### src/rtl/inst_beat_packer.sv
// inst_beat_packer
//   Assembles IN_W-bit DRAM read beats into OUT_W-bit instruction words for
//   the instruction queue enqueue port. Beat k of a word lands in slot k
//   (little-endian by beat). A burst end before the word is full zero-pads it.
//   A flush discards any partially filled word.
//
// Ports
//   clock           sole clock, rising edge
//   reset           asynchronous reset, active low
//   io_flush        discard partially assembled word
//   io_in_valid     beat valid
//   io_in_ready     beat accepted this cycle
//   io_in_bits      read-data beat
//   io_in_last      beat is last of its burst
//   io_out_valid    assembled word valid (queue enq_valid)
//   io_out_ready    queue enq_ready
//   io_out_bits     assembled word (queue enq_bits)
//   io_out_partial  current word was zero-padded by a burst end
//   io_busy         partial fill in progress or word pending
//   io_word_count   [INST_BEAT_PACKER_PERF_EN] words delivered, wraps
//   io_pad_count    [INST_BEAT_PACKER_PERF_EN] padded words delivered, saturates
//
// Optional feature macro: INST_BEAT_PACKER_PERF_EN
//
// state | meaning
// EMPTY | cnt_q == 0, full_q == 0: no beats held
// FILL  | cnt_q != 0, full_q == 0: word partially assembled
// FULL  | full_q == 1: word presented on the output, cnt_q == 0
module inst_beat_packer #(
  parameter int IN_W  = 64,
  parameter int OUT_W = 128
) (
  input  logic             clock,
  input  logic             reset,
  input  logic             io_flush,
  input  logic             io_in_valid,
  output logic             io_in_ready,
  input  logic [IN_W-1:0]  io_in_bits,
  input  logic             io_in_last,
  output logic             io_out_valid,
  input  logic             io_out_ready,
  output logic [OUT_W-1:0] io_out_bits,
  output logic             io_out_partial,
  output logic             io_busy
`ifdef INST_BEAT_PACKER_PERF_EN
  ,
  output logic [31:0]      io_word_count,
  output logic [15:0]      io_pad_count
`endif
);

  localparam int RATIO = OUT_W / IN_W;
  localparam int CNT_W = (RATIO > 1) ? $clog2(RATIO) : 1;
  localparam logic [CNT_W-1:0] LAST_SLOT = CNT_W'(RATIO - 1);

  logic [OUT_W-1:0] word_q, word_d;
  logic [CNT_W-1:0] cnt_q, cnt_d;
  logic             full_q, full_d;
  logic             partial_q, partial_d;

  logic in_fire;
  logic out_fire;

  assign io_in_ready = reset & ~io_flush & (~full_q | io_out_ready);
  assign in_fire     = io_in_valid & io_in_ready;
  assign out_fire    = full_q & io_out_ready;

  always_comb begin
    word_d    = word_q;
    cnt_d     = cnt_q;
    full_d    = full_q;
    partial_d = partial_q;

    if (out_fire) begin
      full_d    = 1'b0;
      partial_d = 1'b0;
    end

    // A held FULL word survives a flush; only an unheld buffer is cleared.
    if (io_flush) begin
      cnt_d = '0;
      if (!full_q || out_fire) begin
        word_d = '0;
      end
    end

    if (in_fire) begin
      // Writing slot 0 clears every higher slot so a short word is zero-padded.
      for (int k = 0; k < RATIO; k++) begin
        if (cnt_q == CNT_W'(k)) begin
          word_d[k*IN_W +: IN_W] = io_in_bits;
        end else if (cnt_q == '0) begin
          word_d[k*IN_W +: IN_W] = '0;
        end
      end

      if (io_in_last || cnt_q == LAST_SLOT) begin
        full_d    = 1'b1;
        partial_d = (cnt_q != LAST_SLOT);
        cnt_d     = '0;
      end else begin
        cnt_d = cnt_q + CNT_W'(1);
      end
    end
  end

  always_ff @(posedge clock or negedge reset) begin
    if (!reset) begin
      word_q    <= '0;
      cnt_q     <= '0;
      full_q    <= 1'b0;
      partial_q <= 1'b0;
    end else begin
      word_q    <= word_d;
      cnt_q     <= cnt_d;
      full_q    <= full_d;
      partial_q <= partial_d;
    end
  end

  assign io_out_valid   = full_q;
  assign io_out_bits    = word_q;
  assign io_out_partial = partial_q;
  assign io_busy        = full_q | (cnt_q != '0);

`ifdef INST_BEAT_PACKER_PERF_EN
  logic [31:0] word_count_q, word_count_d;
  logic [15:0] pad_count_q, pad_count_d;

  always_comb begin
    word_count_d = word_count_q;
    pad_count_d  = pad_count_q;
    if (out_fire) begin
      word_count_d = word_count_q + 32'd1;
      if (partial_q && pad_count_q != 16'hFFFF) begin
        pad_count_d = pad_count_q + 16'd1;
      end
    end
  end

  always_ff @(posedge clock or negedge reset) begin
    if (!reset) begin
      word_count_q <= '0;
      pad_count_q  <= '0;
    end else begin
      word_count_q <= word_count_d;
      pad_count_q  <= pad_count_d;
    end
  end

  assign io_word_count = word_count_q;
  assign io_pad_count  = pad_count_q;
`endif

endmodule

### config.mk
export PLATFORM = sky130hd
export DESIGN_NAME = inst_beat_packer
export DESIGN_NICKNAME = d
export VERILOG_FILES = /design/src/rtl/inst_beat_packer.sv
export SDC_FILE = /design/constraint.sdc
export NUM_CORES = 1
export LEC_CHECK = 0
export ABC_CLOCK_PERIOD_IN_PS = 1700
export CORE_ASPECT_RATIO = 1.1
export CORE_MARGIN = 4
export CORE_UTILIZATION = 47
export CTS_BUF_LIST = sky130_fd_sc_hd__clkbuf_4 sky130_fd_sc_hd__clkbuf_8
export DETAILED_ROUTE_END_ITERATION = 10
export PLACE_DENSITY = 0.81
export SLEW_MARGIN = 10
export SYNTH_ARGS = -nofsm -noshare
export SYNTH_HDL_FRONTEND = slang
export SYNTH_SLANG_ARGS = --single-unit
### constraint.sdc
create_clock -name clock -period 1.7 [get_ports clock]
set_clock_uncertainty 0.2 [all_clocks]
set_input_delay 0.34 -clock clock [delete_from_list [all_inputs] [get_ports clock]]
set_output_delay 0.34 -clock clock [all_outputs]
set_load 0.02 [all_outputs]
# --- After elaboration in Yosys (flattened, before gate mapping) ---
# Index checks and enable logic that the tools add are counted.
word_totals:
  ff_bits: 131
  latch_bits: 0
  mem_bits_rw: 0
  rom_bits: 0
  inputBits: 70
  out_inout_bits: 132
  n_memories: 0
classes:
  n_addsub: 1
  n_mul: 0
  div: 0
  magnitude_cmp: 0
  n_eq_ne: 0
  shifts: 0
  mux: 14
  n_bitwise: 9
  reduce_logical: 6
op_table:
  columns: ["operator", "count"]
  rows:
  - ["$mux 128", 3]
  - ["$mux 64", 2]
  - ["$mux 1", 9]
  - ["$and 1x1->1", 4]
  - ["$reduce_bool 2->1", 2]
  - ["$not 1->1", 3]
  - ["$logic_or 1x1->1", 2]
  - ["$or 1x1->1", 2]
  - ["$reduce_and 2->1", 1]
  - ["$add 1x1->1 const B", 1]
  - ["$logic_not 1->1", 1]

# --- Longest topological paths before layout ---
logic_depth:
  word_depth: 6
  depth_mapped: 6
  ltp_nobuf: 3

# --- Least setup slack after synthesis ---
# No wires, ideal clock.
synth_timing:
  kind: "reg2reg"
  from: "register full_q, in the netlist io_out_valid"
  to: "register word_q[10], in the netlist io_out_bits[10]"
  setup_time_ps: 125
  t_arrival_ps: 1390
  required_ps: 1375
  slack_ps: -16
  stages_incl_launch_ff: 7
  cell_sequence: "dfrtp_1 nand2b_1 buf_4 nand4b_2 buf_6 buf_12 mux2_4"
synth_via:
  elab_chain_len: 6
  word_cells_on_any_way: 11
  classes_between: "mux: 4; bitwise: 5; reduce/logical: 2"
synth_rtl:
  columns: ["item", "line", "source"]
  rows:
  - ["start: declaration", "58", "logic full_q, full_d;"]
  - ["start signal: assignment", "116", "full_q <= full_d;"]
  - ["$and 1x1->1 / $logic_not 1->1 (equally long branches)", "66, 82", null]
  - ["$logic_or 1x1->1", "82", "if (!full_q || out_fire) begin"]
  - ["$mux 128", "82", null]
  - ["$mux 128", "80", "if (io_flush) begin"]
  - ["$mux 64", "90", "if (cnt_q == CNT_W'(k)) begin"]
  - ["$mux 128 (*)", "87", "if (in_fire) begin"]
  - ["via word_d[10]", "56", "logic [OUT_W-1:0] word_q, word_d;"]
  - ["end signal: assignment", "114", "word_q <= word_d;"]
  - ["end: declaration", "56", null]
# Mark *: on every way through the listed nets, which the timed path passes. The rest lies on a longest branch. The select of a mux whose other input is x is not followed.
# A chain may end at the register's enable or synchronous reset.

# --- Worst setup path after layout ---
layout_timing:
  from: "register full_q, in the netlist io_out_valid"
  to: "register word_q[80], in the netlist io_out_bits[80]"
layout_via:
  elab_chain_len: 6
  word_cells_on_any_way: 11
  classes_between: "mux: 1; bitwise: 5; reduce/logical: 5"
layout_rtl:
  columns: ["item", "line", "source"]
  rows:
  - ["$not 1->1", "64", "assign io_in_ready = reset & ~io_flush & (~full_q | io_out_ready);"]
  - ["$or 1x1->1", "64", null]
  - ["$and 1x1->1", "64", null]
  - ["$and 1x1->1", "65", "assign in_fire = io_in_valid & io_in_ready;"]
  - ["$reduce_bool 2->1 (no line)", null, null]
  - ["$reduce_and 2->1 (no line)", null, null]
# Parallel ways exist; a longest one is shown, timed or not.

==> results.ini <==
[clock_tree]
clock_path_buffers=2
tritoncts=built
insertion_delay_ns=0.42
root_buffer=clkbuf_8
ctsHtreeMaxLevel=4
clk_pin_slew_ns=0.07
cts_buffers=17
clock_sinks=131

[logic_synthesis]
synth_cell_types=24
synth_area_leader_cell=dfrtp_1
synthFlopType=dfrtp_1
syn_avg_cell_area_um2=15.2
synth_area_um2=5700
yosys_warnings=0
async_flop_share=1.00
synthCells=374
synth-edff-count=0
synth-seq-cells=131
synth_seq_area_share=0.575
yosys-top-cells-count=dfrtp_1, a21boi_0, a22o_1
synthTopCellsByArea=dfrtp_1, mux2_4, a22o_1
synth_top_cell_area_share=0.575
syn_nets=444
synth_most_common_cell=dfrtp_1

[pwr]
p_leak_nw=4.29
ir_drop_mv=0.536
p_per_area_nw_per_um2=809
total_power_mw=7.03

[die]
ioPinCount=202
die_x_um=113
dieArea_um2=14000
start_util=0.490
core_area_um2=11600
rows=41
dieHeight_um=124

[route]
drc=0
post_drt_wl_per_cell_um=23.1
wl_mm=17.9
firstDrtPassIters=5
drt-initial-drc-count=344
detail-route-antenna-nets=0
vias_per_cell=5.61
vias=4361

[timing]
tightest_slew_ns=0.593
slew_violations=0
max_freq_mhz=530
holdWs_ns=-0.224
finalSetupViolations=120
relSlewSlack=0.604
fin_crit_sh=1.11
worst_slack_ns=-0.187
hold_viol=32
fin_crit_ns=1.89
rsz0062_at_grt=true

[global_route]
grt_max_degree=100
grt_pass1_wl_mm=26.4
antenna_found_initial=0
grt_pass1_vias=4633
track_usage=0.247
grt-ovfl-total=0

[critical_path]
endpoint_kind=flop
startpoint_type=flop
path_class=flop to flop
crit_fanout=4
cp_data_required_time_ns=1.81
arrival_ns=2.00

[placement]
dp_hpwl_mm=10.9
routabilityCongestion=0.776
placed_cell_area_um2=7880
dp_slack_ns=-0.599
numPortBuffers=201

[flow_run]
cap_viol_max_count=0

[layout]
antenna_cells=0
area_delta_synth_final_pct=52.3
final_area_um2=8680
fin_nets=686
drive_gt1_frac=0.332

[status]
failed_checks=negative hold slack, negative setup slack
status=finished, violations left

[worst_hold_path]
hp-class=input pin to async pin

## state kept, by name (all words and copies together), names as in the netlist
register	cells
io_out_bits	128
io_out_partial	1
io_out_valid	1
cnt_q	1
## power breakdown
| part | switching, mW | internal, mW | total (mW) |
|---|---|---|---|
| registers | 0.0656 | 3.23 | 3.30 |
| logic | 0.589 | 0.610 | 1.20 |
| clock network | 1.18 | 1.35 | 2.53 |
| total | 1.84 | 5.19 | 7.03 |
## placed cells by master (no fill, tap or decap), types with 2 or more instances in the layout
master             n
mux2_2             4
a21boi_0          62
clkbuf_4           2
bufinv_16          2
buf_16             4
buf_4             17
a22o_1            64
clkbuf_16          7
clkdlybuf4s15_1   84
a21boi_1           3
clkbuf_2          44
clkinv_2           4
clkbuf_8          18
buf_12            14
clkinvlp_4         3
dlygate4sd2_1      2
dfrtp_1          130
clkdlybuf4s50_1   66
mux2_4            60
buf_8              5
buf_6             13
## what timing repair did
| item | CTS | global route |
|---|---|---|
| gates resized for setup | 233 | 140 |
| pin swaps | 4 | 44 |
| buffers inserted | 15 | 14 |
| endpoints found under the hold margin | 32 | 32 |
| cloned | 9 | 7 |
| setup endpoints to repair | 260 | 231 |
## routing by layer
layer,vias up,share of wire,global-route usage
met5,-,0,0
met4,0,0.033,0.106
met1,2244,0.39,0.301
met2,194,0.52,0.416
li1,1878,-,-
met3,45,0.063,0.0666
## worst paths after layout
check	start	endpoint	slack, ns	cells past startpoint
min in group clock	io_flush	io_out_valid$_DFF_PN0_	0.28	5
worst min register to register	io_out_bits[75]$_DFFE_PN0P_	io_out_bits[75]$_DFFE_PN0P_	0.30	1
max in group asynchronous	reset	io_out_bits[17]$_DFF_PN0_	0.61	3
worst min-delay path	reset	io_out_partial$_DFF_PN0_	-0.22	2
worst max-delay path	io_out_valid$_DFF_PN0_	io_out_bits[80]$_DFFE_PN0P_	-0.19	9
worst max register to register	io_out_valid$_DFF_PN0_	io_out_bits[80]$_DFFE_PN0P_	-0.19	9
## stage by stage
step,instances,util,setup TNS [ns]
final,777,0.746,-13.03
after global routing,777,0.746,-19.22
after CTS,765,0.742,-13.23
after detailed placement,711,0.676,-65.84
after global placement,711,0.676,-64.16
after floorplan,374,-,0
## worst max-delay path, cell delays in order (launching register included)
cell and delay, ns:
dfrtp_2 0.39, nand2b_4 0.06, buf_6 0.13, buf_12 0.12, buf_8 0.12, and4_4 0.17, buf_12 0.13, buf_6 0.12
buf_16 0.12, a22o_1 0.21
## cell families after synthesis
logic type,synth area share
compound gates,0.190
flops,0.575
mux,0.166
buf+inv,0.0551
simple gates,0.0136
## layout make-up
type,instances,area [um2]
tap,150,188
sequential,131,3280
multi-input combinational,208,2150
fill,765,2960
timing repair buffer,258,2690
clock buffer,20,263
clock inverter,10,111
(Power assumes the default switching activity.)
